==> config.mk <==
export PLATFORM = sky130hd
export DESIGN_NAME = sram_port_arbiter
export DESIGN_NICKNAME = d
export VERILOG_FILES = /design/src/rtl/sram_port_arbiter.sv
export SDC_FILE = /design/constraint.sdc
export NUM_CORES = 1
export LEC_CHECK = 0
export BUFFER_PORTS_ARGS = -buffer_cell sky130_fd_sc_hd__buf_2
export CORE_AREA = 2 2 126 128
export CTS_CLUSTER_SIZE = 30
export DETAILED_ROUTE_END_ITERATION = 8
export DIE_AREA = 0 0 128 130
export PLACE_DENSITY_LB_ADDON = 0.08
export SYNTH_ARGS = -nofsm -noshare
export SYNTH_HDL_FRONTEND = slang
export SYNTH_SLANG_ARGS = --single-unit
==> constraint.sdc <==
create_clock -name clk -period 4.02 [get_ports clk]
set_input_delay 0.804 -clock clk [delete_from_list [all_inputs] [get_ports clk]]
set_output_delay 0.804 -clock clk [all_outputs]
set_load 0.01 [all_outputs]
==> src/rtl/sram_port_arbiter.sv <==
// Arbitrates the inst-fetch and data SRAM-like channels onto one shared port, routing in-order
// responses back through an owner FIFO. Define SRAM_ARB_RR_EN for round-robin instead of data-first priority.
module sram_port_arbiter #(
  parameter int unsigned OUTSTANDING = 4
) (
  input  logic        clk,
  input  logic        reset,
  input  logic        inst_req,
  input  logic        inst_wr,
  input  logic [1:0]  inst_size,
  input  logic [3:0]  inst_wstrb,
  input  logic [31:0] inst_addr,
  input  logic [31:0] inst_wdata,
  output logic        inst_addr_ok,
  output logic        inst_data_ok,
  output logic [31:0] inst_rdata,
  input  logic        data_req,
  input  logic        data_wr,
  input  logic [1:0]  data_size,
  input  logic [3:0]  data_wstrb,
  input  logic [31:0] data_addr,
  input  logic [31:0] data_wdata,
  output logic        data_addr_ok,
  output logic        data_data_ok,
  output logic [31:0] data_rdata,
  output logic        mem_req,
  output logic        mem_wr,
  output logic [1:0]  mem_size,
  output logic [3:0]  mem_wstrb,
  output logic [31:0] mem_addr,
  output logic [31:0] mem_wdata,
  input  logic        mem_addr_ok,
  input  logic        mem_data_ok,
  input  logic [31:0] mem_rdata
);

  localparam int unsigned PTR_W = (OUTSTANDING > 1) ? $clog2(OUTSTANDING) : 1;
  localparam int unsigned CNT_W = PTR_W + 1;

  logic [OUTSTANDING-1:0] owner_q;
  logic [PTR_W-1:0]       wr_ptr;
  logic [PTR_W-1:0]       rd_ptr;
  logic [CNT_W-1:0]       count;
  logic                   lock_vld;
  logic                   lock_owner;

  logic full, empty, owner_req, lock_hit, policy_sel, sel, hs, pop, head;

  assign full      = (count == CNT_W'(OUTSTANDING));
  assign empty     = (count == '0);
  // A lock only pins the grant while its owner is still presenting the request.
  assign owner_req = lock_owner ? data_req : inst_req;
  assign lock_hit  = lock_vld & owner_req;

`ifdef SRAM_ARB_RR_EN
  logic rr_last;

  assign policy_sel = (inst_req & data_req) ? ~rr_last : data_req;

  always_ff @(posedge clk or posedge reset) begin
    if (reset) begin
      rr_last <= 1'b0;
    end else if (hs) begin
      rr_last <= sel;
    end
  end
`else
  assign policy_sel = data_req;
`endif

  assign sel     = lock_hit ? lock_owner : policy_sel;
  assign mem_req = (inst_req | data_req) & ~full;
  assign hs      = mem_req & mem_addr_ok;
  assign pop     = mem_data_ok & ~empty;
  assign head    = owner_q[rd_ptr];

  always_comb begin
    mem_wr    = inst_wr;
    mem_size  = inst_size;
    mem_wstrb = inst_wstrb;
    mem_addr  = inst_addr;
    mem_wdata = inst_wdata;
    if (sel) begin
      mem_wr    = data_wr;
      mem_size  = data_size;
      mem_wstrb = data_wstrb;
      mem_addr  = data_addr;
      mem_wdata = data_wdata;
    end
  end

  assign inst_addr_ok = hs & ~sel;
  assign data_addr_ok = hs & sel;
  assign inst_data_ok = pop & ~head;
  assign data_data_ok = pop & head;
  assign inst_rdata   = mem_rdata;
  assign data_rdata   = mem_rdata;

  // Grant lock: hold the stalled request until the downstream port takes it.
  always_ff @(posedge clk or posedge reset) begin
    if (reset) begin
      lock_vld   <= 1'b0;
      lock_owner <= 1'b0;
    end else if (hs) begin
      lock_vld <= 1'b0;
    end else if (mem_req) begin
      lock_vld   <= 1'b1;
      lock_owner <= sel;
    end else if (lock_vld && !owner_req) begin
      lock_vld <= 1'b0;
    end
  end

  // Owner FIFO of accepted transactions awaiting their in-order response.
  always_ff @(posedge clk or posedge reset) begin
    if (reset) begin
      owner_q <= '0;
      wr_ptr  <= '0;
      rd_ptr  <= '0;
      count   <= '0;
    end else begin
      if (hs) begin
        owner_q[wr_ptr] <= sel;
        wr_ptr          <= wr_ptr + PTR_W'(1);
      end
      if (pop) begin
        rd_ptr <= rd_ptr + PTR_W'(1);
      end
      case ({hs, pop})
        2'b10:   count <= count + CNT_W'(1);
        2'b01:   count <= count - CNT_W'(1);
        default: count <= count;
      endcase
    end
  end

endmodule
Word level (Yosys, flattened, before mapping)

Cells that the tools add are included.

Bits in latches: 0
Memories: 0
Bits in read-only memories: 0
Input port bits: 180
Output and inout bits: 140
Flip-flop bits (word level): 13
Memory bits (writable): 0
Word-level logic and storage cells: 53

Div/mod/pow operators: 0
Muxes and demuxes: 16
$add $sub $neg: 4
Order comparisons: 3
Eq/ne operators: 3
Reduce and logical (&&, ||, !) cells: 7
Shifts and indexed selects: 0
Multipliers: 0
Bitwise gates (word level): 14

Operators by type and width:

| kind                | count |
|---|---|
| $mux 32             | 2 |
| $and 1x1->1         | 8 |
| $mux 1              | 8 |
| $lt 2x3->1 const B  | 2 |
| $pmux 3 s2          | 1 |
| $not 1->1           | 5 |
| $add 2x1->2 const B | 2 |
| $bwmux 4            | 1 |
| $mux 4              | 1 |
| $add 3x1->3 const B | 1 |
| $eq 3x3->1 const B  | 1 |
| $logic_not 3->1     | 1 |
| $reduce_bool 3->1   | 1 |
| $sub 3x1->3 const B | 1 |
| $bmux 1 s2          | 1 |
| $demux 1 s2         | 1 |
| $eq 2x1->1 const B  | 1 |
| $eq 2x2->1 const B  | 1 |
| $ge 2x1->1 const B  | 1 |
| $logic_and 1x1->1   | 2 |
| $mux 2              | 1 |
| $reduce_and 2->1    | 1 |
| $reduce_bool 2->1   | 1 |
| $logic_not 1->1     | 1 |
| $or 1x1->1          | 1 |

Longest topological paths before layout

Depth in word-level cells: 6
Depth in mapped cells: 9
Depth with buffers taken out: 9

Least setup slack after synthesis

OpenSTA, ideal clock, no wires.

Path type: input to output
Start point: in inst_req
End point: out mem_wdata[12]
Buffers on the path: 3
Data arrival time: 1709 ps
Path slack: 1507 ps
Required time: 3216 ps
Cell stages on the path: 6
Path through: nand2_1 o21a_1 buf_6 buf_6 buf_6 mux2_4

Cells in the longest elaborated chain, start to end: 4

Ends and longest elaborated chain:

| what               | RTL line | RTL |
|---|---|---|
| start: declaration | 8        | `input logic inst_req,` |
| $mux 1             | 52       | `assign owner_req = lock_owner ? data_req : inst_req;` |
| $and 1x1->1        | 53       | `assign lock_hit = lock_vld & owner_req;` |
| $mux 1             | 71       | `assign sel = lock_hit ? lock_owner : policy_sel;` |
| $mux 32            | 83       | `if (sel) begin` |
| end: declaration   | 31       | `output logic [31:0] mem_wdata,` |

Every way passes these cells.

Final worst setup path

Start point: in inst_req
End point: out mem_addr[31]

Cells in the longest elaborated chain, start to end: 4

Ends and longest elaborated chain:

| what             | RTL line | RTL |
|---|---|---|
| $mux 1           | 52       |  |
| $and 1x1->1      | 53       |  |
| $mux 1           | 71       |  |
| $mux 32          | 83       |  |
| end: declaration | 30       | `output logic [31:0] mem_addr,` |

Every way passes these cells.

==> parameters.txt <==
Parameter                              Value

Status
  Outcome    complete, no violations

Critical path
  Required time at the worst-slack endpoint    roughly 3.2 ns
  Ordered list of cells on the worst path    buf_2, nand2_1, o21a_4, buf_4, mux2_2, buf_2
  Worst Path Arrival    between 2 and 2.5 ns
  Type of the worst setup path    input port to output pin
  Slowest stage delay, CP    approximately 0.55 ns
  Largest delay share family, worst path    buffers and inverters
  Count of buffering cells on the critical path with inverters included    3
  Worst-path fanout max    48
  Critical path capture point type    output pin
  Cell with the largest stage delay on the worst path    o21a_4
  Worst Setup Start Kind    input port
  Most Frequent Cell on Critical Path    buf_2

Synthesis
  Number of enable flip-flop cells after synthesis    0
  Area leader, netlist    mux2_2
  Area share of the largest cell type after synthesis    about a third
  Post-synth cell types    22
  Ranking of synthesized cells by area    mux2_2 34%, buf_4 22%, dfrtp_1 15%, mux2_4 9.1%, ha_1 2.9%
  Mean area per synthesized cell    10.2 µm²
  Count leader, synth    mux2_2
  Mapped Area    ~2100 µm²
  Most used flip-flop cell after synthesis    dfrtp_1
  Synthesized net count    slightly below 400
  Number of instances in the synthesized netlist    210
  Portion of the post-synthesis area used by sequential elements    15.2%
  Yosys synthesis warning count    0
  Yosys reg bits    13
  Share of async-settable or async-resettable flops after synthesis    between 90% and 100%
  Most common library cells after synthesis    65 x mux2_2, 64 x buf_4, 13 x dfrtp_1, 13 x mux2_4, 8 x inv_1

Layout
  Number of fillers in the final layout    approximately 1700
  Relative area change from synthesis to final layout    43.1%
  Sequential cell area    between 300 and 400 µm²
  Layout Nets    between 500 and 600
  Multi-input logic area    roughly 1200 µm²
  Share of final-layout standard cells stronger than drive strength 1    a little over four fifths

Power
  Worst IR drop on VDD    between 0.2 and 0.25 mV
  Power per Cell Area    367 nW/µm²
  Leakage power figure    roughly 1.6 nW

STA
  Number of pins with negative max-slew slack in the final report    0
  Worst Skew    0.00226 ns
  Final Hold Violating Endpoints    0
  Worst Hold Slack    0.485 ns
  Final worst-path cycle share    around four fifths
  Minimum period implied by the final worst setup slack    between 3 and 4 ns
  Total of endpoints with negative setup slack in the final report    0
  Timing-limited maximum frequency    ~0.31 GHz
  Actual slew at the worst max-slew pin    0.693 ns
  Max transition margin    53.6%
  Setup repair after global routing missed its margin    false
  Setup Total Neg Slack    0 ns

Drt
  Initial DRC count    35
  Antenna viol nets, final    0
  Final wirelength    between 8000 and 9000 µm
  Per-cell via count in the routed design    3.63
  Detail-routed net length per standard cell    between 15 and 20 µm
  Number of vias in the routed layout    2034
  DRC errors left    0
  Pre-Repair DR Iteration Count    4

CTS
  Htree depth    1
  CTS tree    yes
  Clock sinks    13
  CTS Buf Count    3
  Clock root cell    clkbuf_16
  Clock Latency Late Sink    between 0.2 and 0.25 ns
  Worst-path clk slew    ~0.04 ns
  Post-cts gate resize count    0
  Clock Path Buffers    2
  # Post-CTS Setup Buffers    0
  Cts hold-fix bufs    0

GRT
  GR met1 Demand/Resource    between 10% and 20%
  Routing usage on met3    between 3 and 4%
  Met2 usage in global routing    around 18%
  First-pass GRT wire length    ~12000 µm
  Via count of the first global-routing pass    1979
  Busiest grt layer    met2
  Largest net degree at the start of global routing    about 50
  Tot GR Track Use    a little under a tenth
  Grt ovf    0
  Initial antenna violation count    3

Floorplanning
  Placeable Area    ~15000 µm²
  Starting Density    ~14%
  I/O pin count    320
  X dimension of the die    around 130 µm
  Die Span Y    approximately 130 µm
  Overall die area    approximately 17000 µm²
  Placement row count    46

Place
  DP HPWL    8000 µm
  Final Wtd Congestion    approximately 0.64
  Count of buffers from port buffering    around 220

Hold path
  Min-delay worst type    register to register

Run
  Count of maximum capacitance violations    0
worst paths after layout:
kind	cells after the start	end	slack [ns]	startpoint
min	1	rd_ptr[1]$_DFFE_PP0P_	0.49	rd_ptr[1]$_DFFE_PP0P_
min in group asynchronous	2	count[0]$_DFFE_PP0P_	0.59	reset
max reg2reg	9	count[2]$_DFFE_PP0P_	1.78	count[0]$_DFFE_PP0P_
max	6	mem_addr[31]	0.83	inst_req
min reg2reg	1	rd_ptr[1]$_DFFE_PP0P_	0.49	rd_ptr[1]$_DFFE_PP0P_
max in group asynchronous	2	owner_q[3]$_DFFE_PP0P_	3.07	reset
cell families after synthesis:
logic type,synth area share (%)
flip-flops,15.2
AO/OA/AOI/OAI,1.11
multiplexers,44.7
buffers and inverters,27.0
adder cells (fa/ha/maj),3.85
XOR/XNOR,2.45
AND/OR/NAND/NOR,5.71
stage by stage:
step           area [µm²]  worst slack [ns]  power (W)  std cells  util (%)
6_report             3070             0.827    0.00113        561      19.9
5_1_grt              3070             0.710    0.00123        560      19.9
4_1_cts              3070             0.753    0.00115        560      19.9
3_5_place_dp         2990             0.751   0.000959        556      19.4
3_3_place_gp         2990             0.780   0.000961        556      19.4
2_1_floorplan        2150              1.51   0.000769        210         -
state kept, by name, summed over array words and instances (netlist names):
name,count
count,3
lock_owner,1
lock_vld,1
owner_q,4
rd_ptr,2
wr_ptr,2
cell type report:
type	count	area share, %
tap	192	7.82
timing repair buffer	227	37.3
antenna	1	0.0815
inverter	8	0.978
multi-input combinational	116	40.7
clock buffer	4	2.57
sequential	13	10.6
where the power goes:
| group | internal (W) | switching [W] |
|---|---|---|
| clock | 0.000134 | 0.0000532 |
| combinational | 0.000373 | 0.000310 |
| sequential | 0.000199 | 0.0000584 |
layout by cell type (no fill, tap or decap), drive strengths merged:
master,n
buf,227
mux2,78
dfrtp,13
inv,8
nand2,6
nor2,5
nor3,5
ha,5
xnor2,4
clkbuf,4
nor3b,2
and2,2
xor2,2
diode,1
o21a,1
a2bb2oi,1
mux2i,1
o31ai,1
nor2b,1
mux4,1
fa,1
per-layer routing:
layer | share of wire [%] | wire length (µm)
met2 | 51 | 4610
met4 | 0.74 | 66
met3 | 10 | 915
met1 | 37 | 3320
met5 | 0.46 | 41
worst register-to-register path, delay by kind of cell, from the launching register on:
family / cells / cell delay (ns)
simple gates: 3 / 0.70
fa+ha+maj: 2 / 0.55
flops: 1 / 0.44
xor+xnor: 2 / 0.30
buf+inv: 2 / 0.17
No activity file was read; power rests on OpenSTA's default activity.
